## src/rtl/rv32e_bus_pkg.sv

```systemverilog
// Shared types and constants for the RV32E data-port memory fabric.
// Holds the access FSM states and fabric-wide defaults.
package rv32e_bus_pkg;

    typedef enum logic [1:0] {
        IDLE,
        ACCESS,
        RESP
    } state_e;

    localparam logic [31:0] ERR_DATA_DEF = 32'hDEAD_BEEF;
    localparam int          MAX_SLAVES   = 8;

    // Counter width able to hold 0..t; never narrower than one bit.
    function automatic int cnt_width(input int t);
        return (t < 1) ? 1 : $clog2(t + 1);
    endfunction

endpackage

```

## src/rtl/rv32e_addr_decode.sv

```systemverilog
// Combinational region decoder: one-hot select of the lowest matching slave.
// hit_o is low when no region matches the address.
module rv32e_addr_decode #(
    parameter int                             NUM_SLAVES = 4,
    parameter int                             ADDR_W     = 32,
    parameter logic [NUM_SLAVES*ADDR_W-1:0]   SLV_BASE   = '0,
    parameter logic [NUM_SLAVES*ADDR_W-1:0]   SLV_MASK   = '0
) (
    input  logic [ADDR_W-1:0]     addr_i,
    output logic [NUM_SLAVES-1:0] sel_o,
    output logic                  hit_o
);

    // Scan downwards so the lowest matching index is the last to overwrite.
    always_comb begin
        sel_o = '0;
        hit_o = 1'b0;
        for (int i = NUM_SLAVES - 1; i >= 0; i--) begin
            if ((addr_i & SLV_MASK[i*ADDR_W +: ADDR_W]) ==
                SLV_BASE[i*ADDR_W +: ADDR_W]) begin
                sel_o    = '0;
                sel_o[i] = 1'b1;
                hit_o    = 1'b1;
            end
        end
    end

endmodule

```

## src/rtl/rv32e_mem_fabric.sv

```systemverilog
// Single-master, N-slave data-port interconnect with wait states,
// unmapped-address errors and a per-access timeout.
module rv32e_mem_fabric
    import rv32e_bus_pkg::*;
#(
    parameter int NUM_SLAVES = 4,
    parameter int ADDR_W     = 32,
    parameter int DATA_W     = 32,
    parameter logic [NUM_SLAVES*ADDR_W-1:0] SLV_BASE =
        {32'h3000_0000, 32'h2000_0000, 32'h1000_0000, 32'h0000_0000},
    parameter logic [NUM_SLAVES*ADDR_W-1:0] SLV_MASK =
        {32'hF000_0000, 32'hF000_0000, 32'hF000_0000, 32'hF000_0000},
    parameter int TIMEOUT = 15,
    parameter logic [DATA_W-1:0] ERR_DATA = DATA_W'(ERR_DATA_DEF)
) (
    input  logic                         clk,
    input  logic                         reset,
    input  logic                         m_req,
    input  logic                         m_we,
    input  logic [ADDR_W-1:0]            m_addr,
    input  logic [DATA_W-1:0]            m_wdata,
    input  logic [DATA_W/8-1:0]          m_wstrb,
    output logic                         m_ready,
    output logic [DATA_W-1:0]            m_rdata,
    output logic                         m_err,
    output logic [NUM_SLAVES-1:0]        s_req,
    output logic                         s_we,
    output logic [ADDR_W-1:0]            s_addr,
    output logic [DATA_W-1:0]            s_wdata,
    output logic [DATA_W/8-1:0]          s_wstrb,
    input  logic [NUM_SLAVES-1:0]        s_ready,
    input  logic [NUM_SLAVES*DATA_W-1:0] s_rdata
);

    localparam int CW = cnt_width(TIMEOUT);
    localparam int SW = DATA_W / 8;

    state_e                  state_q, state_d;
    logic [CW-1:0]           cnt_q, cnt_d;
    logic [NUM_SLAVES-1:0]   sreq_q, sreq_d;
    logic                    we_q, we_d;
    logic [ADDR_W-1:0]       addr_q, addr_d;
    logic [DATA_W-1:0]       wdata_q, wdata_d;
    logic [SW-1:0]           wstrb_q, wstrb_d;
    logic [DATA_W-1:0]       rdata_q, rdata_d;
    logic                    err_q, err_d;

    logic [NUM_SLAVES-1:0]   dec_sel;
    logic                    dec_hit;
    logic                    sel_ready;
    logic [DATA_W-1:0]       sel_rdata;
    logic                    tmo;

    rv32e_addr_decode #(
        .NUM_SLAVES (NUM_SLAVES),
        .ADDR_W     (ADDR_W),
        .SLV_BASE   (SLV_BASE),
        .SLV_MASK   (SLV_MASK)
    ) u_dec (
        .addr_i (m_addr),
        .sel_o  (dec_sel),
        .hit_o  (dec_hit)
    );

    // Only the selected slave's ready and data are observed.
    always_comb begin
        sel_ready = 1'b0;
        sel_rdata = '0;
        for (int i = 0; i < NUM_SLAVES; i++) begin
            if (sreq_q[i]) begin
                sel_ready = sel_ready | s_ready[i];
                sel_rdata = sel_rdata | s_rdata[i*DATA_W +: DATA_W];
            end
        end
    end

    assign tmo = (TIMEOUT != 0) && (cnt_q == CW'(TIMEOUT));

    always_comb begin
        state_d = state_q;
        cnt_d   = cnt_q;
        sreq_d  = sreq_q;
        we_d    = we_q;
        addr_d  = addr_q;
        wdata_d = wdata_q;
        wstrb_d = wstrb_q;
        rdata_d = rdata_q;
        err_d   = err_q;
        unique case (state_q)
            IDLE: begin
                if (m_req) begin
                    we_d    = m_we;
                    addr_d  = m_addr;
                    wdata_d = m_wdata;
                    wstrb_d = m_we ? m_wstrb : '0;
                    cnt_d   = '0;
                    if (dec_hit) begin
                        sreq_d  = dec_sel;
                        state_d = ACCESS;
                    end else begin
                        err_d   = 1'b1;
                        rdata_d = ERR_DATA;
                        state_d = RESP;
                    end
                end
            end
            ACCESS: begin
                if (cnt_q != {CW{1'b1}}) begin
                    cnt_d = cnt_q + 1'b1;
                end
                if (sel_ready) begin
                    rdata_d = we_q ? '0 : sel_rdata;
                    err_d   = 1'b0;
                    sreq_d  = '0;
                    state_d = RESP;
                end else if (tmo) begin
                    rdata_d = ERR_DATA;
                    err_d   = 1'b1;
                    sreq_d  = '0;
                    state_d = RESP;
                end
            end
            RESP: begin
                state_d = IDLE;
            end
            default: begin
                state_d = IDLE;
            end
        endcase
    end

    always_ff @(posedge clk or posedge reset) begin
        if (reset) begin
            state_q <= IDLE;
            cnt_q   <= '0;
            sreq_q  <= '0;
            we_q    <= 1'b0;
            addr_q  <= '0;
            wdata_q <= '0;
            wstrb_q <= '0;
            rdata_q <= '0;
            err_q   <= 1'b0;
        end else begin
            state_q <= state_d;
            cnt_q   <= cnt_d;
            sreq_q  <= sreq_d;
            we_q    <= we_d;
            addr_q  <= addr_d;
            wdata_q <= wdata_d;
            wstrb_q <= wstrb_d;
            rdata_q <= rdata_d;
            err_q   <= err_d;
        end
    end

    assign m_ready = (state_q == RESP);
    assign m_rdata = m_ready ? rdata_q : '0;
    assign m_err   = m_ready & err_q;
    assign s_req   = sreq_q;
    assign s_we    = we_q;
    assign s_addr  = addr_q;
    assign s_wdata = wdata_q;
    assign s_wstrb = wstrb_q;

endmodule

```

## config.mk

```make
export PLATFORM = sky130hd
export DESIGN_NAME = rv32e_mem_fabric
export DESIGN_NICKNAME = d
export VERILOG_FILES = /design/src/rtl/rv32e_bus_pkg.sv /design/src/rtl/rv32e_addr_decode.sv /design/src/rtl/rv32e_mem_fabric.sv
export SDC_FILE = /design/constraint.sdc
export NUM_CORES = 1
export LEC_CHECK = 0
export CELL_PAD_IN_SITES_DETAIL_PLACEMENT = 0
export CELL_PAD_IN_SITES_GLOBAL_PLACEMENT = 2
export CORE_MARGIN = 5
export CORE_UTILIZATION = 22
export CTS_BUF_LIST = sky130_fd_sc_hd__clkbuf_4 sky130_fd_sc_hd__clkbuf_8
export CTS_CLUSTER_DIAMETER = 100
export DETAILED_ROUTE_END_ITERATION = 10
export PLACE_DENSITY_LB_ADDON = 0.12
export SLEW_MARGIN = 20
export SYNTH_ARGS = -nofsm -noshare
export SYNTH_HDL_FRONTEND = slang
export SYNTH_SLANG_ARGS = --single-unit
```

## constraint.sdc

```tcl
create_clock -name clk -period 5.5 [get_ports clk]
set_input_delay 1.375 -clock clk [delete_from_list [all_inputs] [get_ports clk]]
set_output_delay 1.375 -clock clk [all_outputs]
set_load 0.02 [all_outputs]
```

==> results of run 1 <==
## metal layers
| metal | global-route usage [%] | vias up |
|---|---|---|
| li1 | - | 2929 |
| met1 | 21.08 | 2858 |
| met2 | 26.64 | 219 |
| met3 | 5.111 | 19 |
| met4 | 3.895 | 2 |
| met5 | 0 | - |
## cell families after synthesis
logic type,share of synthesized area (%)
compound gates,23.59
fa+ha+maj,0.2101
buf+inv,5.315
flops,47.06
mux,0.5042
simple gates,23.32
## power breakdown
group / leakage (nW) / switching (mW) / internal [mW] / total [mW]
logic: 2.54 / 1.07 / 0.837 / 1.91
registers: 1.32 / 0.154 / 1.04 / 1.20
clock network: 0.117 / 0.328 / 0.271 / 0.599
total: 3.98 / 1.55 / 2.15 / 3.71
## synthesized netlist by cell type
cell,n
a211oi_1,25
a21oi_1,2
a21oi_4,1
a221oi_1,32
a22o_1,58
a22oi_1,4
a22oi_4,2
a311oi_1,1
and2_1,33
and2b_1,1
and3_1,1
and3b_1,8
buf_1,1
buf_2,34
buf_4,2
buf_6,2
clkbuf_1,23
dfrtp_1,112
ha_1,1
inv_1,5
mux2i_1,3
nand2_1,203
nand2b_1,2
nand3_1,12
nand4_1,8
nor2_1,2
nor2_2,1
nor2b_1,6
nor3_1,25
nor3b_1,1
o211ai_1,17
o211ai_2,1
o21ai_0,28
o221ai_1,4
o22ai_1,1
or2_2,1
or3_1,1
or3b_1,1
or3b_2,1
## worst min-delay path: cells and delay by family, from the launching register on
kind | cells | cell delay [ns]
simple gates | 2 | 0.10
flops | 1 | 0.36
## stage by stage
step | cell area [um2] | utilization, % | cells
final | 9532 | 35.56 | 1283
after global placement | 9303 | 34.71 | 1267
after global routing | 9532 | 35.56 | 1283
after detailed placement | 9303 | 34.71 | 1267
after floorplan | 5956 | - | 666
after CTS | 9532 | 35.56 | 1283
## state kept, by name (all words and copies together), names as in the netlist
| register | cells |
|---|---|
| s_addr | 32 |
| s_wdata | 32 |
| s_we | 1 |
| cnt_q | 4 |
| s_req | 4 |
| s_wstrb | 4 |
| state_q | 2 |
| rdata_q | 32 |
| err_q | 1 |
## path summary, 6_finish.rpt
check | slack, ns | cells after the start | end | from
max in group asynchronous | 3.26 | 3 | rdata_q[1] | reset
max | 1.57 | 4 | m_rdata[27] | state_q[1]
min | 0.48 | 2 | s_wstrb[2] | s_wstrb[2]
max reg2reg | 3.17 | 3 | s_addr[28] | state_q[0]
min in group asynchronous | 1.41 | 2 | s_wdata[22] | reset
min reg2reg | 0.48 | 2 | s_wstrb[2] | s_wstrb[2]
## final cells by class
| class | count | area share, % |
|---|---|---|
| flip-flops and latches | 112 | 29.40 |
| repair buffers | 322 | 33.63 |
| clock buffers | 10 | 1.378 |
| inverters | 5 | 0.2232 |
| multi-input cells | 487 | 29.86 |
| clock inverters | 6 | 1.024 |
| well taps | 341 | 4.476 |
==> summary.md, run 1 <==
| Metric | Value |
|---|---|
| Leakage | `3.976 nW` |
| Syn Std Cell Area | `5956 um2` |
| Vias per cell | `about 4.7` |
| Starting DRT DRC Count | `282` |
| Die area | `~30000 um2` |
| Layout Skew | `~0.018 ns` |
| Core Footprint | `26800 um2` |
| Startpoint Class | `flip-flop` |
| Status | `finished clean` |
| # Post-CTS Setup Buffers | `0` |
| Synth Instances | `666` |
| Setup crit end kind | `primary output` |
| Dpl ws | `1.941 ns` |
| Synthesized area per cell | `between 8 and 9 um2` |
| CP max-delay cell | `dfrtp_1` |
| Crit path time final | `3.933 ns` |
| Detail Route met3 WL | `roughly 2100 um` |
| Root Buffer Master | `clkbuf_8` |
| Net Count, Synth | `~870` |
| First-pass GRT wire length | `39470 um` |
| Top cell type's share of synthesized area | `around 47%` |
| Antenna-violating nets left | `0` |
| DRC | `0` |
| Metal2 WL | `between 10000 and 15000 um` |
| Seq/Total Area, Yosys | `between 40% and 50%` |
| Min-Delay Path Class | `flip-flop to flip-flop` |
| Die width | `174.5 um` |
| Routed Wire Length | `between 20000 and 30000 um` |
| Commonest non-fill, non-tap cell in the layout | `clkdlybuf4s50_1` |
| Clock Sinks | `112` |
| Critical Path AT | `2.56 ns` |
| Number of top-level pins | `311` |
| Worst Setup Path Type | `flip-flop to primary output` |
| Drt first pass iters | `4` |
| Post-CTS Hold Buffers | `0` |
| Routed wire per std cell | `~20 um` |
| CTS Buf Count | `9` |
| Initial Util | `between 20% and 30%` |
| Worst skew pair latency | `0.40 ns` |
| FF+latch count, synth | `112` |
| Hold Slack | `0.4787 ns` |
| Final Max Slew Viols | `0` |
| Relative slew slack | `25.64%` |
| Final Wtd Congestion | `0.7135` |
| Register area | `2803 um2` |
| Fmax | `0.2542 GHz` |
| Maximum VDD drop | `around 0.16 mV` |
| Critical path peak fanout | `34` |
| CP bufs+invs | `2` |
| # fillers | `around 2.8k` |
| Critical-path cell list | `nor2b_2, buf_4, and2_1, clkdlybuf4s50_1` |
| Largest net degree at the start of global routing | `72` |
| Clk buf depth | `2` |
| Port bufs | `310` |
| Clock-pin slew of the registers on the worst-case setup and hold paths | `between 0.1 and 0.15 ns` |
| Initial antenna violation count | `1` |
| Met1 Wirelength | `11190 um` |
| Worst path top cell family by delay | `buffers and inverters` |
| Post-layout power | `between 3 and 4 mW` |
| Grt total ovfl | `0` |
| Fin worst setup slack | `1.567 ns` |
| Most frequent cells in the layout | `310 x clkdlybuf4s50_1, 203 x nand2_1, 112 x dfrtp_1, 58 x a22o_1, 33 x and2_1` |
| Final setup viols | `0` |
| DR vias | `6027` |
| Worst EP required | `approximately 4.1 ns` |
| Area growth, synth to finish | `60.04%` |
| PostCTS Resize Cnt | `0` |
| Netlist cell types | `39` |
| Yosys warnings | `0` |
| Vias in the first global route | `6541` |
| Net count, final | `1142` |
| Final Hold Viols | `0` |
| Max_cap viols | `0` |
| CTS H-tree depth | `3` |
| Layout cell share with drive strength beyond 1 | `4.246%` |
| Leading area contributor after synthesis | `dfrtp_1` |
| Worst-margin pin slew | `1.115 ns` |
| GRT Total Usage | `16.29%` |
| CTS tree | `built` |
| Die Y | `174.5 um` |
| Antenna fix cells | `0` |
| P per Cell Area | `roughly 390 nW/um2` |
| Area occupied by multi-input gates | `2846 um2` |
| Max stage delay on crit path | `0.74 ns` |
| Final period util | `71.52%` |
| Highest metal layer with signal wires | `met5` |
| Std-Cell Rows | `60` |
| Synth area leaders | `dfrtp_1 47%, nand2_1 13%, a22o_1 8.5%` |
| Setup Total Neg Slack | `0 ns` |
| RSZ-0062 raised after global routing | `false` |
| Detailed placement HPWL | `17500 um` |
Note: power is estimated with default switching activity, not from simulation.
==> inputs of run 2 (changes only) <==
--- a/config.mk
+++ b/config.mk
@@ -8,7 +8,7 @@
 export CELL_PAD_IN_SITES_DETAIL_PLACEMENT = 0
 export CELL_PAD_IN_SITES_GLOBAL_PLACEMENT = 2
 export CORE_MARGIN = 5
-export CORE_UTILIZATION = 22
+export CORE_UTILIZATION = 20
 export CTS_BUF_LIST = sky130_fd_sc_hd__clkbuf_4 sky130_fd_sc_hd__clkbuf_8
 export CTS_CLUSTER_DIAMETER = 100
 export DETAILED_ROUTE_END_ITERATION = 10
==> constraint.sdc (replaced) <==
create_clock -name clk -period 3.5 [get_ports clk]
set_input_delay 0.875 -clock clk [delete_from_list [all_inputs] [get_ports clk]]
set_output_delay 0.875 -clock clk [all_outputs]
set_load 0.02 [all_outputs]
==> summary.md, run 2 (synthesized netlist as in run 1, its figures left out) <==
| Metric | Value |
|---|---|
| Status | `finished clean` |
| CP bufs+invs | `2` |
| Area occupied by multi-input gates | `2846 um2` |
| Vias in the first global route | `about 6.2k` |
| CTS H-tree depth | `3` |
| Worst Hold Endpoint | `s_wstrb[0]` |
| Core Footprint | `29560 um2` |
| Port bufs | `a little over 300` |
| Final Wtd Congestion | `0.7433` |
| Reg2reg setup slack | `1.39 ns` |
| Root Buffer Master | `clkbuf_8` |
| Maximum VDD drop | `roughly 0.24 mV` |
| Layout Skew | `between 0.015 and 0.02 ns` |
| Startpoint Class | `flip-flop` |
| Die area | `33330 um2` |
| Max stage delay on crit path | `between 0.6 and 0.7 ns` |
| Final period util | `86.76%` |
| CP max-delay cell | `clkdlybuf4s50_1` |
| RSZ-0062 raised after global routing | `false` |
| Final instance area | `9617 um2` |
| Placed inst area | `9415 um2` |
| Dpl cells | `1321` |
| Critical path peak fanout | `31` |
| Net count, final | `1147` |
| Routed wire per std cell | `19.15 um` |
| Drt first pass iters | `4` |
| GRT Total Usage | `between 10 and 15%` |
| Reg-to-Reg End | `rdata_q[23]` |
| Worst-margin pin slew | `0.9301 ns` |
| Worst skew pair latency | `0.40 ns` |
| Post-CTS Hold Buffers | `0` |
| Number of top-level pins | `311` |
| Hold path depth | `2` |
| Worst Setup Path Type | `flip-flop to primary output` |
| Clk buf depth | `2` |
| Starting DRT DRC Count | `about 200` |
| # fillers | `3112` |
| Register area | `approximately 2800 um2` |
| Die width | `182.6 um` |
| Setup crit end kind | `primary output` |
| DR vias | `around 6.0k` |
| Relative slew slack | `37.92%` |
| PostCTS Resize Cnt | `0` |
| First-pass GRT wire length | `38430 um` |
| Largest net degree at the start of global routing | `between 80 and 90` |
| CTS tree | `built` |
| Area growth, synth to finish | `61.47%` |
| Max_cap viols | `0` |
| Leakage | `about 4.0 nW` |
| Layout Cells excl Fill | `1337` |
| Final Hold Viols | `0` |
| DRC | `0` |
| Hold_sp | `s_wstrb[0]` |
| Vias per cell | `4.489` |
| R2r worst-path depth | `4` |
| Clock-pin slew of the registers on the worst-case setup and hold paths | `0.13 ns` |
| Clock Sinks | `between 100 and 150` |
| Worst path top cell family by delay | `buffers and inverters` |
| Final Max Slew Viols | `0` |
| Grt total ovfl | `0` |
| # Post-CTS Setup Buffers | `0` |
| Final setup viols | `0` |
| Worst EP required | `2.62 ns` |
| Most frequent cells in the layout | `310 x clkdlybuf4s50_1, 203 x nand2_1, 112 x dfrtp_1, 58 x a22o_1, 33 x and2_1` |
| Reg-to-reg startpoint | `s_req[0]` |
| Critical Path AT | `2.16 ns` |
| Crit path time final | `3.037 ns` |
| Initial antenna violation count | `0` |
| Antenna fix cells | `0` |
| Detailed placement HPWL | `roughly 17000 um` |
| Layout cell share with drive strength beyond 1 | `4.752%` |
| Min-Delay Path Class | `flip-flop to flip-flop` |
| Critical-path cell list | `nor2b_2, buf_4, and2_1, clkdlybuf4s50_1` |
| P per Cell Area | `595.6 nW/um2` |
| Routed Wire Length | `about 26000 um` |
| Fmax | `0.3293 GHz` |
| Std-Cell Rows | `63` |
| Commonest non-fill, non-tap cell in the layout | `clkdlybuf4s50_1` |
| Setup Total Neg Slack | `0 ns` |
| Antenna-violating nets left | `0` |
| Die Y | `182.6 um` |
| Initial Util | `between 20 and 25%` |
| CTS Buf Count | `9` |
==> run 2: worst max path at each step <==
stage / start / end / slack (ns) / cells past startpoint
2_1_floorplan: state_q[0] / m_rdata[22] / 1.21 / 4
3_3_place_gp: m_req / cnt_q[1] / 0.68 / 5
3_5_place_dp: m_req / cnt_q[1] / 0.64 / 5
4_1_cts: state_q[0] / m_err / 0.37 / 4
5_1_grt: state_q[0] / m_err / 0.30 / 4
6_report: state_q[0] / m_err / 0.46 / 4
==> run 2: worst min-delay path, stage by stage (launching register included) <==
cell,delay [ns]
dfrtp_1,0.37
nand2_1,0.05
nand2_1,0.04
==> run 2: report_power, final <==
group          total, mW  internal [mW]  switching, mW
clock              0.850          0.291          0.559
sequential          1.89           1.64          0.244
combinational       2.99           1.33           1.67
total               5.73           3.26           2.47
==> run 2: cell type report <==
cell class	instances	area share [%]
Timing Repair Buffer	327	33.85
Multi-Input combinational cell	487	29.60
Sequential cell	112	29.14
Tap cell	390	5.074
Clock buffer	9	1.288
Clock inverter	7	0.8067
Inverter	5	0.2342
==> run 2: stage by stage <==
step	hold WS, ns	power [mW]	utilization [%]	setup WS [ns]
finish	0.4804	5.727	32.53	0.4633
global route	0.5114	6.135	32.53	0.2957
CTS	0.4865	5.868	32.53	0.3677
detailed placement	0.4560	4.969	31.85	0.6352
global placement	0.4494	4.984	31.85	0.6815
floorplan	0.4642	3.516	-	1.207
==> run 2: metal layers <==
metal	track usage [%]	wire length [um]
met2	22.57	11350
met5	0	0
met1	19.34	11450
met4	2.852	281
met3	6.378	2518
==> inputs of run 3 (changes only) <==
--- a/config.mk
+++ b/config.mk
@@ -11,8 +11,9 @@
 export CORE_UTILIZATION = 20
 export CTS_BUF_LIST = sky130_fd_sc_hd__clkbuf_4 sky130_fd_sc_hd__clkbuf_8
 export CTS_CLUSTER_DIAMETER = 100
+export CTS_CLUSTER_SIZE = 8
 export DETAILED_ROUTE_END_ITERATION = 10
-export PLACE_DENSITY_LB_ADDON = 0.12
+export PLACE_DENSITY_LB_ADDON = 0.1
 export SLEW_MARGIN = 20
 export SYNTH_ARGS = -nofsm -noshare
 export SYNTH_HDL_FRONTEND = slang
==> summary.md, run 3 (synthesized netlist as in run 1, its figures left out) <==
| Metric | Value |
|---|---|
| Antenna-violating nets left | `0` |
| # Post-CTS Setup Buffers | `0` |
| CTS tree | `built` |
| Root Buffer Master | `clkbuf_8` |
| Core Footprint | `slightly below 30000 um2` |
| Worst Setup Path Type | `flip-flop to primary output` |
| Worst-margin pin slew | `around 0.80 ns` |
| GRT Total Usage | `15.11%` |
| Dpl cells | `1326` |
| Status | `finished clean` |
| Vias per cell | `4.514` |
| Detailed placement HPWL | `18140 um` |
| Layout Skew | `~0.022 ns` |
| Routed Wire Length | `26190 um` |
| Final Max Slew Viols | `0` |
| Starting DRT DRC Count | `238` |
| Worst skew pair latency | `0.39 ns` |
| Relative slew slack | `46.53%` |
| Clock-pin slew of the registers on the worst-case setup and hold paths | `0.12 ns` |
| Clock Sinks | `112` |
| Critical Path AT | `2.05 ns` |
| Commonest non-fill, non-tap cell in the layout | `clkdlybuf4s50_1` |
| Clk buf depth | `2` |
| CTS Buf Count | `9` |
| Critical-path cell list | `nor2b_2, buf_4, and2_1, clkdlybuf4s50_1` |
| Layout cell share with drive strength beyond 1 | `5.252%` |
| Routed wire per std cell | `a little under 20 um` |
| Max stage delay on crit path | `0.65 ns` |
| Setup crit end kind | `primary output` |
| Layout Cells excl Fill | `1342` |
| RSZ-0062 raised after global routing | `false` |
| Final period util | `83.50%` |
| Setup Total Neg Slack | `0 ns` |
| Largest net degree at the start of global routing | `68` |
| Std-Cell Rows | `between 60 and 70` |
| Antenna fix cells | `0` |
| Startpoint Class | `flip-flop` |
| Maximum VDD drop | `~0.20 mV` |
| Finished Core Util | `about a third` |
| Die width | `182.6 um` |
| Drt first pass iters | `4` |
| Final Hold Viols | `0` |
| Critical path peak fanout | `34` |
| Worst EP required | `roughly 2.6 ns` |
| Port bufs | `310` |
| Post-CTS Hold Buffers | `0` |
| Dpl ws | `0.7258 ns` |
| P per Cell Area | `594.7 nW/um2` |
| Area growth, synth to finish | `62.18%` |
| Min-Delay Path Class | `flip-flop to flip-flop` |
| Die Y | `182.6 um` |
| Initial antenna violation count | `0` |
| Final Wtd Congestion | `0.7618` |
| DRC | `0` |
| Final setup viols | `0` |
| CTS H-tree depth | `3` |
| Crit path time final | `2.922 ns` |
| CP max-delay cell | `clkdlybuf4s50_1` |
| Post-layout power | `5.744 mW` |
| Net count, final | `roughly 1.2k` |
| Number of top-level pins | `311` |
| Vias in the first global route | `6309` |
| Leakage | `around 4 nW` |
| Most frequent cells in the layout | `310 x clkdlybuf4s50_1, 203 x nand2_1, 112 x dfrtp_1, 58 x a22o_1, 33 x and2_1` |
| Fin worst setup slack | `approximately 0.58 ns` |
| Fmax | `0.3422 GHz` |
| Grt total ovfl | `0` |
| Initial Util | `approximately a fifth` |
| Die area | `between 30000 and 40000 um2` |
| DR vias | `6058` |
| Max_cap viols | `0` |
| PostCTS Resize Cnt | `0` |
| First-pass GRT wire length | `39860 um` |
-- run 3: cell types whose count changed in the layout (fill, tap and decap cells not counted) --
cell,previous run,this run
inv_12,1,0
clkinv_4,0,2
buf_12,2,3
clkinv_2,1,0
buf_4,15,19
clkbuf_4,0,1
inv_8,2,1
-- run 3: worst max-delay path, delay by kind of cell (launching register included) --
kind | cells | cell delay, ns
buffers and inverters | 2 | 0.95
flip-flops | 1 | 0.41
AND/OR/NAND/NOR | 2 | 0.29
-- run 3: where the power goes --
part | total (mW) | switching, mW | internal [mW]
combinational | 2.98 | 1.63 | 1.35
sequential | 1.95 | 0.306 | 1.64
clock | 0.815 | 0.527 | 0.288
-- run 3: layout make-up --
cell class	instances	area, um2
sequential	112	2803
tap	390	488.0
fill	3129	19900
clock buffer	10	131.4
timing repair buffer	332	3306
clock inverter	6	62.56
inverter	5	22.52
multi-input combinational	487	2846
-- run 3: path summary, 6_finish.rpt --
check                           start     endpoint  cells past startpoint  slack [ns]
setup / recovery           state_q[0]   m_rdata[5]                      4        0.58
hold / removal              s_addr[9]    s_addr[9]                      2        0.49
setup reg to reg             s_req[1]  rdata_q[31]                      4        1.24
hold reg to reg             s_addr[9]    s_addr[9]                      2        0.49
max in group asynchronous       reset  s_wdata[26]                      3        2.19
min in group asynchronous       reset   rdata_q[8]                      2        0.72
-- run 3: through the flow --
step / hold slack [ns] / area, um2
after global routing: 0.4985 / 9659
after detailed placement: 0.4609 / 9465
after global placement: 0.4499 / 9465
final: 0.4856 / 9659
after CTS: 0.4915 / 9659
after floorplan: 0.4642 / 5959
-- run 3: layer usage --
metal	GRT usage [%]	up-vias	part of all wire, %
li1	-	2937	-
met1	20.17	2891	44
met2	22.88	220	44
met3	6.757	10	11
met4	2.702	0	1.0
met5	0	-	0
